[src/rtl/mfp_accel_spi_reader.sv]
// SPI mode-0 master for the ADXL362: one power-up config write, then periodic 6-byte XYZ reads.
// Each completed read updates x/y/z together and pulses acc_valid for one cycle.
module mfp_accel_spi_reader #(
  parameter int unsigned CLK_DIV        = 25,
  parameter int unsigned STARTUP_CYCLES = 250000,
  parameter int unsigned SAMPLE_CYCLES  = 500000
) (
  input  logic        HCLK,
  input  logic        HRESETn,
  output logic        spi_sclk,
  output logic        spi_mosi,
  input  logic        spi_miso,
  output logic        spi_cs_n,
  output logic [11:0] x_acc,
  output logic [11:0] y_acc,
  output logic [11:0] z_acc,
  output logic        acc_valid,
  output logic        cfg_done
);

  localparam int unsigned DivW = $clog2(CLK_DIV);
  localparam int unsigned StW  = (STARTUP_CYCLES > 1) ? $clog2(STARTUP_CYCLES) : 1;
  localparam int unsigned TmW  = $clog2(SAMPLE_CYCLES);

  localparam logic [DivW-1:0] DivLast = DivW'(CLK_DIV - 1);
  localparam logic [StW-1:0]  StLast  = StW'(STARTUP_CYCLES - 1);
  localparam logic [TmW-1:0]  TmLast  = TmW'(SAMPLE_CYCLES - 1);

  if (CLK_DIV < 2 || SAMPLE_CYCLES < 20 * CLK_DIV * 8) begin : gen_param_check
    $error("mfp_accel_spi_reader: CLK_DIV must be >= 2 and SAMPLE_CYCLES >= 160*CLK_DIV");
  end

  typedef enum logic [2:0] {StStartup, StCfg, StWait, StRead, StLatch} state_e;
  typedef enum logic [1:0] {PhLow, PhHigh, PhTrail} phase_e;

  function automatic logic [7:0] tx_byte(input state_e st, input logic [2:0] idx);
    logic [7:0] b;
    b = 8'h00;
    if (st == StCfg) begin
      case (idx)
        3'd0:    b = 8'h0A;
        3'd1:    b = 8'h2D;
        3'd2:    b = 8'h02;
        default: b = 8'h00;
      endcase
    end else if (idx == 3'd0) begin
      b = 8'h0B;
    end else if (idx == 3'd1) begin
      b = 8'h0E;
    end
    return b;
  endfunction

  state_e          state_q, state_d;
  phase_e          phase_q, phase_d;
  logic [DivW-1:0] div_q, div_d;
  logic [2:0]      bit_q, bit_d;
  logic [2:0]      byte_q, byte_d;
  logic [StW-1:0]  startup_q, startup_d;
  logic [TmW-1:0]  timer_q, timer_d;
  logic            sclk_q, sclk_d;
  logic            cs_n_q, cs_n_d;
  logic            mosi_q, mosi_d;
  logic            cfg_done_q, cfg_done_d;
  logic [47:0]     rx_buf_q, rx_buf_d;
  logic [11:0]     x_q, x_d, y_q, y_d, z_q, z_d;

  logic       half_end, last_bit, timer_hit, start;
  logic [7:0] tx_nxt, tx_first;

  always_comb begin
    state_d    = state_q;
    phase_d    = phase_q;
    div_d      = div_q;
    bit_d      = bit_q;
    byte_d     = byte_q;
    startup_d  = startup_q;
    timer_d    = timer_q;
    sclk_d     = sclk_q;
    cs_n_d     = cs_n_q;
    mosi_d     = mosi_q;
    cfg_done_d = cfg_done_q;
    rx_buf_d   = rx_buf_q;
    x_d        = x_q;
    y_d        = y_q;
    z_d        = z_q;
    tx_nxt     = 8'h00;
    tx_first   = 8'h00;
    start      = 1'b0;

    half_end  = (div_q == DivLast);
    last_bit  = (bit_q == 3'd7) && ((state_q == StCfg) ? (byte_q == 3'd2) : (byte_q == 3'd7));
    timer_hit = (timer_q == TmLast);

    // Timer free-runs once configured so read starts stay exactly SAMPLE_CYCLES apart.
    if (cfg_done_q) begin
      timer_d = timer_hit ? '0 : timer_q + TmW'(1);
    end

    unique case (state_q)
      StStartup: begin
        if (startup_q == StLast) begin
          state_d = StCfg;
          start   = 1'b1;
        end else begin
          startup_d = startup_q + StW'(1);
        end
      end
      StWait: begin
        if (timer_hit) begin
          state_d = StRead;
          start   = 1'b1;
        end
      end
      StCfg, StRead: begin
        div_d = half_end ? '0 : div_q + DivW'(1);
        if (half_end) begin
          unique case (phase_q)
            PhLow: begin
              sclk_d   = 1'b1;
              phase_d  = PhHigh;
              // Only the last 48 bits survive: XL..ZH of a read.
              rx_buf_d = {rx_buf_q[46:0], spi_miso};
            end
            PhHigh: begin
              sclk_d = 1'b0;
              if (last_bit) begin
                phase_d = PhTrail;
              end else begin
                bit_d   = bit_q + 3'd1;
                byte_d  = (bit_q == 3'd7) ? byte_q + 3'd1 : byte_q;
                tx_nxt  = tx_byte(state_q, byte_d);
                mosi_d  = tx_nxt[~bit_d];
                phase_d = PhLow;
              end
            end
            default: begin
              cs_n_d = 1'b1;
              mosi_d = 1'b0;
              if (state_q == StCfg) begin
                cfg_done_d = 1'b1;
                timer_d    = '0;
                state_d    = StWait;
              end else begin
                x_d     = {rx_buf_q[35:32], rx_buf_q[47:40]};
                y_d     = {rx_buf_q[19:16], rx_buf_q[31:24]};
                z_d     = {rx_buf_q[3:0],   rx_buf_q[15:8]};
                state_d = StLatch;
              end
            end
          endcase
        end
      end
      StLatch: state_d = StWait;
      default: state_d = StStartup;
    endcase

    if (start) begin
      tx_first = tx_byte(state_d, 3'd0);
      cs_n_d   = 1'b0;
      sclk_d   = 1'b0;
      phase_d  = PhLow;
      div_d    = '0;
      bit_d    = 3'd0;
      byte_d   = 3'd0;
      mosi_d   = tx_first[7];
    end
  end

  always_ff @(posedge HCLK or negedge HRESETn) begin
    if (!HRESETn) begin
      state_q    <= StStartup;
      phase_q    <= PhLow;
      div_q      <= '0;
      bit_q      <= 3'd0;
      byte_q     <= 3'd0;
      startup_q  <= '0;
      timer_q    <= '0;
      sclk_q     <= 1'b0;
      cs_n_q     <= 1'b1;
      mosi_q     <= 1'b0;
      cfg_done_q <= 1'b0;
      rx_buf_q   <= '0;
      x_q        <= '0;
      y_q        <= '0;
      z_q        <= '0;
    end else begin
      state_q    <= state_d;
      phase_q    <= phase_d;
      div_q      <= div_d;
      bit_q      <= bit_d;
      byte_q     <= byte_d;
      startup_q  <= startup_d;
      timer_q    <= timer_d;
      sclk_q     <= sclk_d;
      cs_n_q     <= cs_n_d;
      mosi_q     <= mosi_d;
      cfg_done_q <= cfg_done_d;
      rx_buf_q   <= rx_buf_d;
      x_q        <= x_d;
      y_q        <= y_d;
      z_q        <= z_d;
    end
  end

  assign spi_sclk  = sclk_q;
  assign spi_cs_n  = cs_n_q;
  assign spi_mosi  = mosi_q;
  assign cfg_done  = cfg_done_q;
  assign x_acc     = x_q;
  assign y_acc     = y_q;
  assign z_acc     = z_q;
  assign acc_valid = (state_q == StLatch);

endmodule

[config.mk]
export PLATFORM = sky130hd
export DESIGN_NAME = mfp_accel_spi_reader
export DESIGN_NICKNAME = d
export VERILOG_FILES = /design/src/rtl/mfp_accel_spi_reader.sv
export SDC_FILE = /design/constraint.sdc
export NUM_CORES = 1
export LEC_CHECK = 0
export ABC_AREA = 1
export CAP_MARGIN = 20
export CORE_MARGIN = 1.5
export CORE_UTILIZATION = 50
export DETAILED_ROUTE_END_ITERATION = 6
export HOLD_SLACK_MARGIN = 0.15
export PLACE_DENSITY = 0.79
export SYNTH_ARGS = -nofsm -noshare
export SYNTH_HDL_FRONTEND = slang
export SYNTH_SLANG_ARGS = --single-unit
[constraint.sdc]
create_clock -name HCLK -period 2 [get_ports HCLK]
set_input_delay 0.4 -clock HCLK [delete_from_list [all_inputs] [get_ports HCLK]]
set_output_delay 0.4 -clock HCLK [all_outputs]
set_load 0.01 [all_outputs]
### Word level (Yosys, flattened, before mapping)

Index checks and enable logic that the tools add are counted.

| storage, ports and cells | value |
|---|---|
| output and inout port bits | 41 |
| memory bits (writable) | 0 |
| memory bits (read-only) | 0 |
| register bits after elaboration | 141 |
| logic and storage cells | 118 |
| memories kept | 0 |
| latch bits | 0 |

| operators by class | value |
|---|---|
| reductions and logical operators | 18 |
| muxes and demuxes | 58 |
| $add $sub $neg | 5 |
| bitwise gates (word level) | 4 |
| eq/ne operators | 17 |
| shift-type cells | 0 |
| magnitude comparators | 1 |
| div/mod/pow operators | 0 |
| $mul | 0 |

Operators with widths:

| cell | count |
|---|---|
| 19-bit 2-to-1 mux | 6 |
| 3-bit 2-to-1 mux | 16 |
| 8-bit 2-to-1 mux | 5 |
| 19-bit by 1-bit adder with 19-bit output, second input constant | 1 |
| 19-bit equality test, second input constant | 1 |
| 18-bit by 1-bit adder with 18-bit output, second input constant | 1 |
| 18-bit equality test, second input constant | 1 |
| 6-bit one-hot mux with 3 select lines | 1 |
| 4-bit AND reduction | 4 |
| 1-bit 2-to-1 mux | 15 |
| 5-bit 2-to-1 mux | 3 |
| 3-bit by 2-bit equality test with 1-bit output, second input constant | 4 |
| 3-bit one-hot mux with 4 select lines | 1 |
| 3-bit equality test, second input constant | 3 |
| 3-bit AND reduction | 3 |
| 2-bit 2-to-1 mux | 4 |
| 4-bit 2-to-1 mux | 2 |
| 3-bit by 1-bit adder with 3-bit output, second input constant | 2 |
| 3-bit by 1-bit equality test with 1-bit output, second input constant | 2 |
| 3-bit logical NOT | 2 |
| 1-bit one-hot mux with 2 select lines | 3 |
| 2-bit nonzero test | 3 |
| 5-bit by 1-bit adder with 5-bit output, second input constant | 1 |
| 5-bit equality test, second input constant | 1 |
| 14 further kinds | 18 |

### Depth between registers and ports, before layout

| logic depth | value |
|---|---|
| depth after elaboration | 17 |
| depth in mapped cells | 13 |
| gate-level depth less buffers | 13 |

### Worst setup path before layout

OpenSTA, ideal clock, no wires.

| path | value |
|---|---|
| path kind | register to register |
| from | register div_q[0] |
| to | register x_q[8], in the netlist x_acc[8] |
| stages on the path, launching flop included | 13 |
| slack | 0.284 ns |
| library setup time | 0.118 ns |
| data required time | 1.882 ns |
| arrival | 1.598 ns |
| cell sequence | dfrtp_1 > inv_1 > ha_1 > nand2_1 > nor3_4 > nand2_4 > clkinv_2 > nand2_2 > nor2_4 > inv_4 > buf_6 > nand2_1 > o21ai_2 |

| on the way | value |
|---|---|
| longest elaborated chain between the ends | 2 |

RTL lines:

| item | line | text |
|---|---|---|
| from (decl) | 56 | `logic [DivW-1:0] div_q, div_d;` |
| from (signal assigned) | 190 | `div_q <= div_d;` |
| 5-bit equality test | 91 | `half_end = (div_q == DivLast);` |
| 4-bit AND reduction (no line) | - |  |
| to (signal assigned) | 184 | `x_q <= '0;` |
| to (signal assigned) | 200 | `x_q <= x_d;` |
| to (decl) | 66 | `logic [11:0] x_q, x_d, y_q, y_d, z_q, z_d;` |

No other way between the ends.
A chain may end at the register's enable or synchronous reset.

### Worst setup path after layout

| path | value |
|---|---|
| from | register cfg_done_q, in the netlist cfg_done |
| to | output cfg_done |

RTL lines:

| item | line | text |
|---|---|---|
| from (decl) | 64 | `logic cfg_done_q, cfg_done_d;` |
| from (signal assigned) | 198 | `cfg_done_q <= cfg_done_d;` |
| to (decl) | 18 | `output logic cfg_done` |

No word-level cell between the ends.

==> results.yml <==
clocking:
  clk_pin_slew_worst_paths_ns: 0.06
  clock_sinks: 140
  cts_tree: "built"
  htree_levels: 4
  cts-root-buf: "clkbuf_16"
  clockBufferDepth: 2
  insertion_delay_ns: 0.42
  cts_buffers: 17
route:
  final_antenna_net_count: 0
  vias: 5225
  firstDrtPassIters: 5
  route.detailed.drc: 0
  wl_per_cell_um: 13.2
  drt_iter0_drc: 397
  wl_um: 13400
  avgViaCountPerCell: 5.13
synth:
  ys_types: 40
  synth.ff_latch_count: 140
  yosysTopAreaCellShare_pct: 50.6
  netlist_area_um2: 6880
  yosys_warnings: 0
  async_flop_share_pct: 100
  synth_cells: 772
  seq_area_frac_synth_pct: 51.0
  synth_largest_area_cell: "dfrtp_1"
  syn_nets: 782
  synth_edf_count: 0
  avgSynthCellArea_um2: 8.91
  synth_ff_type: "dfrtp_1"
  synth_area_leaders: "dfrtp_1 (51%), nand2_1 (9.4%), inv_1 (4.6%), o21ai_2 (4.5%), nor2_1 (3.8%)"
critical_path:
  crit_fanout: 8
  cp-end-kind: "output port"
  reg2reg_depth: 12
  r2r-start: "div_q[0]"
  path_delay_family: "buffers and inverters"
  startpoint_type: "flip-flop"
  slowest_delay_ns: 0.60
  crit_path_end: "cfg_done"
  rr_endpoint: "x_acc[8]"
  cp.arrival_ns: 1.55
  critical_path_buf_inv_count: 1
  worstPathRequired_ns: 1.60
  crit_start: "cfg_done"
  timing.reg2reg.setup_slack_ns: 0.13
  criticalPathCategory: "flip-flop to output port"
  path_cells: "clkdlybuf4s50_1"
  cp_slowest_cell: "clkdlybuf4s50_1"
  cp.depth: 1
floorplan:
  dieArea_um2: 14500
  core_area_um2: 13300
  dieHeight_um: 120
  ios: 44
  start_util_pct: 51.5
  rows: 42
  die_x_um: 120
sta:
  fin_ws_ns: 0.0534
  finClkSkew_ns: 0.00732
  period_share_pct: 97.3
  timing_hold_violations_final: 0
  clock.fmax_mhz: 514
  period_minus_slack_ns: 1.95
  worstMarginPinSlew_ns: 0.498
  rsz0062_at_grt: "yes"
  setup-violations-final: 0
  relSlewSlack_pct: 66.5
  slew_violations: 0
  hold_slack_ns: 0.425
layout:
  area_growth_pct: 18.9
  regArea_um2: 3500
  fill_cells: 1075
  layout.nets: 839
  drive_gt1_share_pct: 18.3
  insertedDiodeCount: 0
  final_cell_mix: "nand2_1 (171), dfrtp_1 (139), inv_1 (84)"
  multiInputGateArea_um2: 2880
  layout_commonest_cell: "nand2_1"
global_route:
  globalRouteTotalUtil_pct: 19.9
  antenna_found_initial: 0
  grt.overflow.total: 0
  grt_max_degree: 57
  grt_pass1_vias: 4946
  grt_pass1_wl_um: 23000
pwr:
  design_power_total_uw: 5980
  cellPowerDensity_nw_per_um2: 732
  power.leakage_uw: 0.00372
  vdd_drop_max_v: 0.000664
job:
  cap_violations: 0
placement:
  port_buffers: 43
  routabilityCongestion: 0.883
  place_hpwl_um: 9290
  post-place-ws_ns: 0.0602
hold_path:
  hold_path.class: "input port to async pin"
status:
  status: "completed"
## logic make-up (layout without fill, tap and decap cells)
| logic type | count (synthesis) | after routing | synth area share [%] |
|---|---|---|---|
| mux | 13 | 13 | 2.62 |
| flops | 140 | 140 | 51.0 |
| simple gates | 367 | 367 | 24.4 |
| buf+inv | 114 | 184 | 7.59 |
| fa+ha+maj | 7 | 7 | 1.27 |
| xor+xnor | 25 | 25 | 3.18 |
| compound gates | 106 | 106 | 9.92 |
## power by group
group          internal [uW]  switching (uW)
Sequential              2830           0.579
Clock                   1760            1320
Combinational           14.9            57.2
Total                   4610            1380
## final cells by class
class | instances | area share, %
tap | 176 | 2.69
timing repair buffer | 59 | 7.73
inverter | 93 | 4.35
clock inverter | 15 | 1.88
sequential | 140 | 42.9
multi-input combinational | 518 | 35.3
clock buffer | 17 | 5.21
## state kept, by name, summed over array words and instances (netlist names)
name       flops
bit_q          3
byte_q         3
cfg_done       1
div_q          5
phase_q        2
rx_buf_q      48
spi_cs_n       1
spi_mosi       1
startup_q     18
state_q        3
timer_q       19
x_acc         12
y_acc         12
z_acc         12
## cell usage after synthesis (5+ instances only)
| master | count |
|---|---|
| nand2_1 | 173 |
| dfrtp_1 | 139 |
| inv_1 | 84 |
| nor2_1 | 69 |
| nand3_1 | 38 |
| o21ai_1 | 38 |
| nand2_2 | 35 |
| o21ai_2 | 35 |
| xor2_1 | 20 |
| nand4_1 | 18 |
| o21ai_0 | 18 |
| nor3_1 | 12 |
| buf_6 | 10 |
| a21oi_1 | 9 |
| buf_2 | 9 |
| mux2_4 | 9 |
| ha_1 | 7 |
| inv_2 | 7 |
| xnor2_1 | 5 |
## how the worst min path moves through the flow
| stage | endpoint | cells past startpoint |
|---|---|---|
| 3_3_place_gp | timer_q[3] | 1 |
| 5_1_grt | timer_q[1] | 2 |
| 2_1_floorplan | bit_q[0] | 0 |
| 3_5_place_dp | timer_q[3] | 1 |
| 4_1_cts | timer_q[1] | 2 |
| 6_report | timer_q[1] | 2 |
## what timing repair did
item	in CTS	in global routing
endpoints found under the hold margin	27	0
endpoints found under the setup margin	1	30
buffers inserted	0	0
pin swaps	1	1
gates resized for setup	2	7
hold buffers	1	0
## per-stage QoR
stage | TNS (ns) | utilization (%) | cells | instance area (um2)
finish | 0 | 61.2 | 1018 | 8170
global route | -0.0104 | 61.2 | 1018 | 8170
CTS | 0 | 61.0 | 1018 | 8140
detailed placement | 0 | 56.5 | 985 | 7550
global placement | 0 | 56.5 | 985 | 7550
floorplan | 0 | - | 772 | 6880
## metal layers
metal	track usage, %	vias up	wire length [um]
li1	-	2607	-
met1	27.6	2485	6290
met2	30.9	116	6290
met3	4.58	17	635
met4	7.06	0	211
met5	0	-	0
(Power assumes the default switching activity.)
